**src/rtl/ula_core.sv**
```systemverilog
// ula_core: registered two's-complement ALU (add, sub, AND, OR, XNOR, NOT A, pass A, NOT B).
// One-cycle latency, new result captured on every rising clk edge, async active-low reset.
// Optional status flags Z/N/C are built when the macro ULA_STATUS_EN is defined.
module ula_core #(
  parameter int WIDTH = 32
) (
  input  logic             clk,
  input  logic             rst_n,
  input  logic [WIDTH-1:0] A,
  input  logic [WIDTH-1:0] B,
  input  logic [2:0]       func,
  output logic [WIDTH-1:0] R,
  output logic             pinV
`ifdef ULA_STATUS_EN
  ,
  output logic             Z,
  output logic             N,
  output logic             C
`endif
);

  localparam logic [2:0] FN_ADD  = 3'b000;
  localparam logic [2:0] FN_SUB  = 3'b001;
  localparam logic [2:0] FN_AND  = 3'b010;
  localparam logic [2:0] FN_OR   = 3'b011;
  localparam logic [2:0] FN_XNOR = 3'b100;
  localparam logic [2:0] FN_NOTA = 3'b101;
  localparam logic [2:0] FN_PASS = 3'b110;
  localparam logic [2:0] FN_NOTB = 3'b111;

  // Signed overflow of a + b_op: equal operand signs but a differing result sign.
  // For subtraction b_op is ~B, so this reduces to "signs of A and B differ and the
  // result sign differs from A".
  function automatic logic add_ovf(input logic a_msb, input logic b_msb, input logic s_msb);
    add_ovf = (a_msb == b_msb) && (s_msb != a_msb);
  endfunction

  logic                    is_sub;
  logic [WIDTH-1:0]        b_op;
  logic [WIDTH:0]          sum_ext;
  logic signed [WIDTH-1:0] r_d;
  logic                    pinv_d;
  logic [WIDTH-1:0]        r_q;
  logic                    pinv_q;
`ifdef ULA_STATUS_EN
  logic                    z_d, n_d, c_d;
  logic                    z_q, n_q, c_q;
`endif

  // Shared adder: subtraction is A + ~B + 1, carry-out kept one bit above the sum.
  always_comb begin
    is_sub  = (func == FN_SUB);
    b_op    = is_sub ? ~B : B;
    sum_ext = {1'b0, A} + {1'b0, b_op} + {{WIDTH{1'b0}}, is_sub};
  end

  // Result/flag selection; logic ops never raise overflow and ignore the unused operand.
  always_comb begin
    r_d    = '0;
    pinv_d = 1'b0;
    unique case (func)
      FN_ADD, FN_SUB: begin
        r_d    = sum_ext[WIDTH-1:0];
        pinv_d = add_ovf(A[WIDTH-1], b_op[WIDTH-1], sum_ext[WIDTH-1]);
      end
      FN_AND:  r_d = A & B;
      FN_OR:   r_d = A | B;
      FN_XNOR: r_d = ~(A ^ B);
      FN_NOTA: r_d = ~A;
      FN_PASS: r_d = A;
      FN_NOTB: r_d = ~B;
      default: r_d = '0;
    endcase
  end

`ifdef ULA_STATUS_EN
  // Status flags derived from the selected result; C is carry-out (sub: 1 = no borrow).
  always_comb begin
    z_d = (r_d == '0);
    n_d = r_d[WIDTH-1];
    c_d = 1'b0;
    if (func == FN_ADD || func == FN_SUB) c_d = sum_ext[WIDTH];
  end
`endif

  // Output register stage; reset clears result and flags asynchronously.
  always_ff @(posedge clk or negedge rst_n) begin
    if (!rst_n) begin
      r_q    <= '0;
      pinv_q <= 1'b0;
`ifdef ULA_STATUS_EN
      z_q    <= 1'b1;
      n_q    <= 1'b0;
      c_q    <= 1'b0;
`endif
    end else begin
      r_q    <= r_d;
      pinv_q <= pinv_d;
`ifdef ULA_STATUS_EN
      z_q    <= z_d;
      n_q    <= n_d;
      c_q    <= c_d;
`endif
    end
  end

  assign R    = r_q;
  assign pinV = pinv_q;
`ifdef ULA_STATUS_EN
  assign Z    = z_q;
  assign N    = n_q;
  assign C    = c_q;
`endif

endmodule

```
**config.mk**
```make
export PLATFORM = sky130hd
export DESIGN_NAME = ula_core
export DESIGN_NICKNAME = d
export VERILOG_FILES = /design/src/rtl/ula_core.sv
export SDC_FILE = /design/constraint.sdc
export NUM_CORES = 1
export LEC_CHECK = 0
export ABC_AREA = 1
export BUFFER_PORTS_ARGS = -buffer_cell sky130_fd_sc_hd__buf_4
export CAP_MARGIN = 25
export CORE_ASPECT_RATIO = 1.2
export CORE_MARGIN = 3
export CORE_UTILIZATION = 58
export DETAILED_ROUTE_END_ITERATION = 10
export PLACE_DENSITY = 0.88
export SLEW_MARGIN = 20
export SYNTH_ARGS = -nofsm -noshare
export SYNTH_HDL_FRONTEND = slang
export SYNTH_SLANG_ARGS = --single-unit
```
**constraint.sdc**
```tcl
create_clock -name clk -period 0.8 [get_ports clk]
set_input_delay 0.08 -clock clk [delete_from_list [all_inputs] [get_ports clk]]
set_output_delay 0.08 -clock clk [all_outputs]
set_load 0.02 [all_outputs]
```
==> qor.csv, run 1 <==
stage,metric,value,unit
outcome,status,stopped before the end,
outcome,Failed at,4_1_cts,
outcome,tool error,[ERROR DPL-0033] detailed placement checks failed during check placement.,
synthesis,top cell type's share of synthesized area,0.217,
synthesis,Synthesized Nets,986,
die,Core Rows,38,
clocking,clk sink count,33,
synthesis,list of most frequent post-synthesis cells,"nand2_1, inv_1, ha_1",
synthesis,unique cell type count in the Yosys netlist,36,
synthesis,leading area contributor after synthesis,ha_1,
synthesis,sequential area share after synthesis,0.149,
synthesis,ys async rst share,1.00,
synthesis,synthesis-stage register bit count,33,
synthesis,Mean Syn Cell Area,6.76,um2
synthesis,synthesized area,5540,um2
clocking,hold_buf cts,1,
place,Final Wtd Congestion,0.999,
die,I/O Pins,102,
die,die height,113,um
place,number of port buffers,101,
synthesis,"top cells by area, synth","ha_1, dfrtp_1, nand2_1",
clocking,post-CTS setup buffer count,19,
clocking,Root Buffer,clkbuf_8,
clocking,cts bufs inserted,5,
synthesis,most frequent cell after synthesis,nand2_1,
place,Final HPWL DP,17900,um
die,Starting Density,0.604,
die,die width,95.2,um
synthesis,Post-synth EDFFs,0,
clocking,H-tree depth,2,
clocking,post-cts resize count,174,
synthesis,Synth Warn #,0,
synthesis,synthesized instance count,820,
synthesis,Most used DFF post-synth,dfrtp_1,
clocking,CTS Buffer Depth,2,
[stage by stage]
stage / utilization / instances / setup WS (ps) / hold slack, ps / area [um2]
floorplan: - / 820 / -1250 / -216 / 5700
global placement: 0.867 / 1199 / -1500 / 79.1 / 7950
detailed placement: 0.867 / 1199 / -1590 / 80.5 / 7950
[cells by family after synthesis]
| group | after synthesis | share of synthesized area |
|---|---|---|
| xor+xnor | 50 | 0.0790 |
| buf+inv | 171 | 0.123 |
| fa+ha+maj | 97 | 0.220 |
| compound gates | 168 | 0.185 |
| simple gates | 301 | 0.243 |
| flops | 33 | 0.149 |
==> run 2: changes to the inputs <==
--- a/config.mk
+++ b/config.mk
@@ -8,11 +8,10 @@
 export ABC_AREA = 1
 export BUFFER_PORTS_ARGS = -buffer_cell sky130_fd_sc_hd__buf_4
 export CAP_MARGIN = 25
-export CORE_ASPECT_RATIO = 1.2
 export CORE_MARGIN = 3
-export CORE_UTILIZATION = 58
+export CORE_UTILIZATION = 40
 export DETAILED_ROUTE_END_ITERATION = 10
-export PLACE_DENSITY = 0.88
+export PLACE_DENSITY_LB_ADDON = 0.15
 export SLEW_MARGIN = 20
 export SYNTH_ARGS = -nofsm -noshare
 export SYNTH_HDL_FRONTEND = slang
==> run 2 against run 1 <==
  * The flow now finishes, with violations (setup timing)
  * Synthesized cell count is the same
  * Synthesized area unchanged
==> qor.csv, run 2 <==
stage,metric,value,unit,change
synthesis,most frequent cell after synthesis,nand2_1,,
global_route,vias in the first global route,6507,,
power_and_ir_drop,Comb power frac,0.646,,
clocking,CTS tree,built,,
global_route,first-pass GRT wire length,31500,um,
die,Starting Density,0.413,,-0.190
synthesis,top cell type's share of synthesized area,0.217,,unchanged
synthesis,Post-synth EDFFs,0,,unchanged
setup_path,CP Class,in2reg,,
timing,Tightest Pin Transition,352,ps,
clocking,register clock-pin slew on the reported worst setup and hold paths,60,ps,
power_and_ir_drop,Total Power,11.6,mW,
die,die width,124,um,+30%
power_and_ir_drop,sequential share of power,0.180,,
synthesis,"top cells by area, synth","ha_1, dfrtp_1, nand2_1",,
timing,Fin Hold WS,166,ps,
setup_path,nature of the critical path endpoint,register,,
power_and_ir_drop,sw power,4.89,mW,
synthesis,Synth Warn #,0,,unchanged
global_route,total grt overflow,0,,
place,Final HPWL DP,14900,um,-17%
drt,final wirelength,20600,um,
clocking,clk sink count,33,,unchanged
synthesis,synthesized area,5540,um2,unchanged
die,die height,124,um,+9.4%
power_and_ir_drop,Sw Share,0.422,,
layout,"commonest non-fill, non-tap cell in the layout",buf_4,,
power_and_ir_drop,power per cell area,1210,nW/um2,
drt,DRT iter0 DRCs,364,,
drt,DRT antenna net count,0,,
synthesis,synthesized instance count,820,,unchanged
synthesis,Synthesized Nets,986,,unchanged
global_route,antenna violations before repair,0,,
drt,drt pass-1 iters,5,,
layout,Ant. Diodes,0,,
setup_path,crit path max fanout,5,,
timing,final setup margin,-1240,ps,
synthesis,Most used DFF post-synth,dfrtp_1,,
power_and_ir_drop,Clock power frac,0.174,,
timing,Max-slew headroom,0.765,,
synthesis,ys async rst share,1.00,,unchanged
place,number of port buffers,101,,unchanged
synthesis,leading area contributor after synthesis,ha_1,,
power_and_ir_drop,Int Power,6.69,mW,
timing,"Slew Viols, Final",0,,
flow_run,maxcap violations,0,,
timing,post-route minimum period,2040,ps,
layout,Largest register FFs,32,,
setup_path,CP required,1030,ps,
clocking,cts bufs inserted,5,,unchanged
synthesis,unique cell type count in the Yosys netlist,36,,unchanged
drt,vias per inst,5.17,,
synthesis,synthesis-stage register bit count,33,,unchanged
setup_path,Startpoint Class,primary input,,
global_route,pin count of the biggest net entering global routing,34,,
synthesis,list of most frequent post-synthesis cells,"nand2_1, inv_1, ha_1",,
power_and_ir_drop,P_leak,4.96,nW,
layout,Final nets,1300,,
outcome,status,finished with violations,,
outcome,failing checks,setup timing,,
layout,most frequent cells in the layout,"buf_4, inv_1, nand2_1",,
synthesis,sequential area share after synthesis,0.149,,unchanged
power_and_ir_drop,VDD IR max,0.000759,V,
die,I/O Pins,102,,unchanged
clocking,H-tree depth,2,,unchanged
clocking,CTS Buffer Depth,2,,unchanged
timing,RSZ-0062 raised after global routing,yes,,
place,Final Wtd Congestion,1.01,,+0.96%
drt,DR DRC count,0,,
global_route,Global Route Usage Sum,0.262,,
setup_path,endpoint arrival time on the critical path,2270,ps,
die,Core Rows,42,,+11%
drt,wire per inst,15.7,um,
timing,period utilization,2.55,,
die,core outline area,13400,um2,
synthesis,Mean Syn Cell Area,6.76,um2,unchanged
hold_path,worst min path class,in2reg,,
die,die footprint,15300,um2,
timing,endpoints failing setup,66,,
timing,final hold viol count,0,,
layout,area grow syn2layout,73.3,%,
timing,Peak Freq,0.491,GHz,
clocking,Root Buffer,clkbuf_16,,
layout,layout cells sized above 1,0.458,,
drt,DR vias,6778,,
[run 2: cell counts after synthesis]
Identical to the previous run, type by type.
[run 2: final timing paths]
check                      startpoint    end  slack (ps)  cells after the start
setup / recovery              func[1]  R[23]       -1240                     17
min in group asynchronous       rst_n   R[8]         280                      3
hold / removal                   A[0]   R[0]         170                      4
max in group asynchronous       rst_n  R[21]         330                      3
[run 2: power by group through the flow]
stage	clock network (mW)	registers [mW]	logic (mW)
floorplan	0	2.40	2.78
global placement	0	2.06	5.82
detailed placement	0	2.05	5.86
CTS	2.04	2.08	6.80
global route	2.10	2.10	8.08
finish	2.02	2.08	7.49
[run 2: metal layers]
layer,global-route usage,vias to the layer above,part of all wire
met2,0.443,198,0.48
li1,-,3366,-
met3,0.0395,29,0.053
met1,0.347,3185,0.45
met5,0,-,0
met4,0.0727,0,0.019
[run 2: logic make-up (layout without fill, tap and decap cells)]
family                     count (synthesis)  count (layout)  synth area share
xor gates and xnor gates                  50              50            0.0790
buffers and inverters                    171             486             0.123
adders and majority gates                 97              97             0.220
DFF                                       33              33             0.149
and+or+nand+nor                          301             301             0.243
AOI/OAI and AO/OA                        168             168             0.185
[run 2: what timing repair did]
item | CTS | global route
pin swaps | 37 | 37
endpoints found under the hold margin | 33 | 0
cloned | 3 | 1
endpoints found under the setup margin | 66 | 66
resized for setup | 170 | 70
buffers inserted | 20 | 15
hold buffers | 1 | 0
[run 2: cell type report]
class / count / area (um2)
sequential: 33 / 826
timing repair buffer: 329 / 3000
fill: 1078 / 3800
inverter: 149 / 566
multi-input combinational: 616 / 4850
tap: 176 / 220
clock inverter: 3 / 17.5
clock buffer: 5 / 125
[run 2: critical path: stages]
cell and delay, ps:
buf_8 110, nor2_8 130, nand2_8 110, buf_12 160, xor2_1 140, ha_1 380
nand2_2 110, nor2_1 140, inv_1 70, nor2_1 140, inv_1 90, nor3_2 130
nand2_1 80, nand2_1 100, xor2_1 150, nand2_1 70, nand2_1 80
[run 2: metrics by stage]
step,instance area (um2),setup WS [ps],TNS [ps],utilization,std cells
global route,9600,-1410,-41960,0.717,1311
finish,9600,-1240,-37790,0.717,1311
detailed placement,8160,-1610,-45190,0.609,1265
global placement,8160,-1640,-44660,0.609,1265
CTS,9150,-1170,-36080,0.683,1296
floorplan,5700,-1250,-36100,-,820
(Power assumes the default switching activity.)
==> run 3: changes to the inputs <==
--- a/config.mk
+++ b/config.mk
@@ -6,12 +6,13 @@
 export NUM_CORES = 1
 export LEC_CHECK = 0
 export ABC_AREA = 1
-export BUFFER_PORTS_ARGS = -buffer_cell sky130_fd_sc_hd__buf_4
 export CAP_MARGIN = 25
 export CORE_MARGIN = 3
 export CORE_UTILIZATION = 40
 export DETAILED_ROUTE_END_ITERATION = 10
+export DONT_BUFFER_PORTS = 1
 export PLACE_DENSITY_LB_ADDON = 0.15
+export REMOVE_ABC_BUFFERS = 1
 export SLEW_MARGIN = 20
 export SYNTH_ARGS = -nofsm -noshare
 export SYNTH_HDL_FRONTEND = slang
==> run 3 against run 2 <==
  * The flow finishes with violations (hold timing, setup timing)
  * Die area stayed put
  * Power fell by 16%
  * Sequential share of layout area is 2.5 points higher
  * Cell count shrank 13%
  * Design area decreased by 19%
  * Via count shrank 8.7%
  * Wire length fell by 3.9%
  * Worst hold slack worse by 690 ps
  * Largest cell class unchanged
==> qor.csv, run 3 (same netlist as run 2, synthesis figures left out) <==
stage,metric,value,unit,change
setup_path,CP required,990,ps,-40 ps
power_and_ir_drop,Comb power frac,0.534,,-0.112
die,die height,124,um,unchanged
global_route,gr busiest metal,met2,,
drt,DRT iter0 DRCs,313,,-14%
drt,vias per inst,5.41,,+4.7%
hold_path,worst min path class,in2async,,
timing,"Slew Viols, Final",0,,unchanged
global_route,total grt overflow,0,,unchanged
drt,drt pass-1 iters,4,,-1
drt,DR DRC count,0,,unchanged
setup_path,crit path max fanout,13,,+8
power_and_ir_drop,P_leak,3.95,nW,-20%
die,die width,124,um,unchanged
setup_path,CP Class,in2reg,,
power_and_ir_drop,power per cell area,1250,nW/um2,+3.7%
power_and_ir_drop,Total Power,9.78,mW,-16%
clocking,clk sink count,33,,unchanged
global_route,met3 Usage GRT,0.0445,,+0.00500
drt,wire per inst,17.3,um,+10%
layout,"non-filler cells, final",1144,,-13%
global_route,vias in the first global route,6249,,-4.0%
setup_path,CP bufs+invs,4,,unchanged
global_route,Global Route Usage Sum,0.255,,-0.00712
setup_path,slowest CP cell,ha_1,,
clocking,CTS tree,built,,
timing,endpoints failing setup,65,,-1.5%
clocking,H-tree depth,2,,unchanged
timing,RSZ-0062 raised after global routing,yes,,
layout,Largest register FFs,32,,unchanged
setup_path,Startpoint Class,primary input,,
die,I/O Pins,102,,unchanged
power_and_ir_drop,sequential share of power,0.253,,+0.073
setup_path,endpoint arrival time on the critical path,2030,ps,-240 ps
drt,DRT antenna net count,0,,unchanged
layout,area grow syn2layout,41.0,%,
setup_path,nature of the critical path endpoint,register,,
layout,"Design Area, Final",7810,um2,-19%
global_route,M2 GR Usage,0.419,,-0.0237
flow_run,maxcap violations,0,,unchanged
setup_path,"Largest delay share family, worst path",simple AND/OR/NAND/NOR gates,,
timing,Sum Neg Setup Slack,-30650,ps,+7140 ps
global_route,pin count of the biggest net entering global routing,34,,unchanged
place,Placed Instances,1121,,-11%
drt,DR vias,6191,,-8.7%
power_and_ir_drop,Sw Share,0.424,,+0.00127
layout,Final nets,1134,,-13%
setup_path,Critical Path Sink,R[27],,
clocking,CTS Buffer Depth,2,,unchanged
power_and_ir_drop,sw power,4.14,mW,-15%
die,core outline area,13400,um2,unchanged
setup_path,CP peak stage delay,360,ps,-20 ps
timing,period utilization,2.31,,-0.238
outcome,status,finished with violations,,
place,number of port buffers,0,,-100%
clocking,register clock-pin slew on the reported worst setup and hold paths,60,ps,about the same
setup_path,WP depth,17,,unchanged
power_and_ir_drop,VDD IR max,0.000781,V,+2.9%
layout,area occupied by registers,863,um2,+4.5%
setup_path,Crit path top cell by count,nand2_1,,
clocking,cts bufs inserted,5,,unchanged
layout,layout cells sized above 1,0.353,,-0.105
timing,Tightest Pin Transition,425,ps,+73.6 ps
timing,Fin Hold WS,-524,ps,-690 ps
global_route,first-pass GRT wire length,30700,um,-2.6%
layout,Ant. Diodes,0,,unchanged
drt,final wirelength,19800,um,-3.9%
clocking,Root Buffer,clkbuf_16,,
place,Placement Cell Area,6920,um2,-15%
global_route,met1 GRT Util,0.344,,-0.00319
die,Core Rows,42,,unchanged
setup_path,crit path from,func[1],,
die,Starting Density,0.413,,unchanged
timing,final hold viol count,38,,+38
timing,post-route minimum period,1850,ps,-190 ps
power_and_ir_drop,Clock power frac,0.214,,+0.040
layout,"commonest non-fill, non-tap cell in the layout",inv_1,,
power_and_ir_drop,Int Power,5.64,mW,-16%
layout,Filler cells,1238,,+15%
global_route,antenna violations before repair,0,,unchanged
outcome,failing checks,"hold timing, setup timing",,
clocking,hold_buf cts,1,,unchanged
place,Final Wtd Congestion,0.927,,-8.1%
layout,multi-input logic area,4560,um2,-6.0%
timing,final setup margin,-1050,ps,+190 ps
setup_path,CP cell instances,"nor2_8, nand2_4, buf_12, xor2_1, ha_1, buf_6, nand2_2, inv_2, a21oi_2, buf_4, o21bai_1, a21oi_2, nand2_1, nand2_1, nand2_1, nand2_1, nand2_1",,
layout,most frequent cells in the layout,"inv_1, buf_4, nand2_1",,
place,Final HPWL DP,15200,um,+2.3%
timing,Max-slew headroom,0.717,,-0.0483
timing,Peak Freq,0.541,GHz,+10%
die,die footprint,15300,um2,unchanged
==> run 3: cell types whose count changed in the layout (fill, tap and decap cells not counted), moves of 8 or more <==
cell	before	now
nor2_4	15	5
dfrtp_2	0	30
dfrtp_1	33	3
buf_4	254	140
inv_1	135	143
buf_6	48	5
nor2_1	25	34
nand2_1	116	127
==> run 3: how the worst min path moves through the flow <==
stage	endpoint	cells after the start
2_1_floorplan	R[0]	0
3_3_place_gp	R[0]	0
3_5_place_dp	R[0]	0
4_1_cts	R[6]	0
5_1_grt	R[5]	0
6_report	R[30]	0
==> run 3: layer usage <==
| metal | vias up | wire length, um |
|---|---|---|
| met3 | 29 | 1070 |
| li1 | 3035 | - |
| met4 | 0 | 351 |
| met5 | - | 0 |
| met1 | 2945 | 9160 |
| met2 | 182 | 9250 |
==> run 3: area by class of cell <==
cell class / instances / area share
Multi-Input combinational cell: 616 / 0.584
Inverter: 149 / 0.0719
Clock buffer: 7 / 0.0183
Timing Repair Buffer: 163 / 0.187
Tap cell: 176 / 0.0282
Sequential cell: 33 / 0.111
==> run 3: power groups by stage <==
stage / Clock (mW) / Combinational, mW / Sequential, mW
floorplan: 0 / 2.58 / 2.40
global placement: 0 / 4.29 / 2.45
detailed placement: 0 / 4.37 / 2.45
CTS: 2.15 / 4.79 / 2.48
global route: 2.21 / 5.74 / 2.50
finish: 2.09 / 5.22 / 2.47
==> run 3: per-stage QoR <==
step	utilization	worst slack, ps
after detailed placement	0.516	-1600
after global routing	0.583	-1180
final	0.583	-1050
after CTS	0.557	-1030
after floorplan	-	-2160
after global placement	0.516	-1550
==> run 3: timing repair <==
| action | CTS | global route |
|---|---|---|
| pin swaps | 14 | 16 |
| endpoints found under the hold margin | 39 | 38 |
| cloned | 0 | 1 |
| endpoints found under the setup margin | 65 | 66 |
| resized for setup | 121 | 68 |
| setup buffers | 7 | 7 |
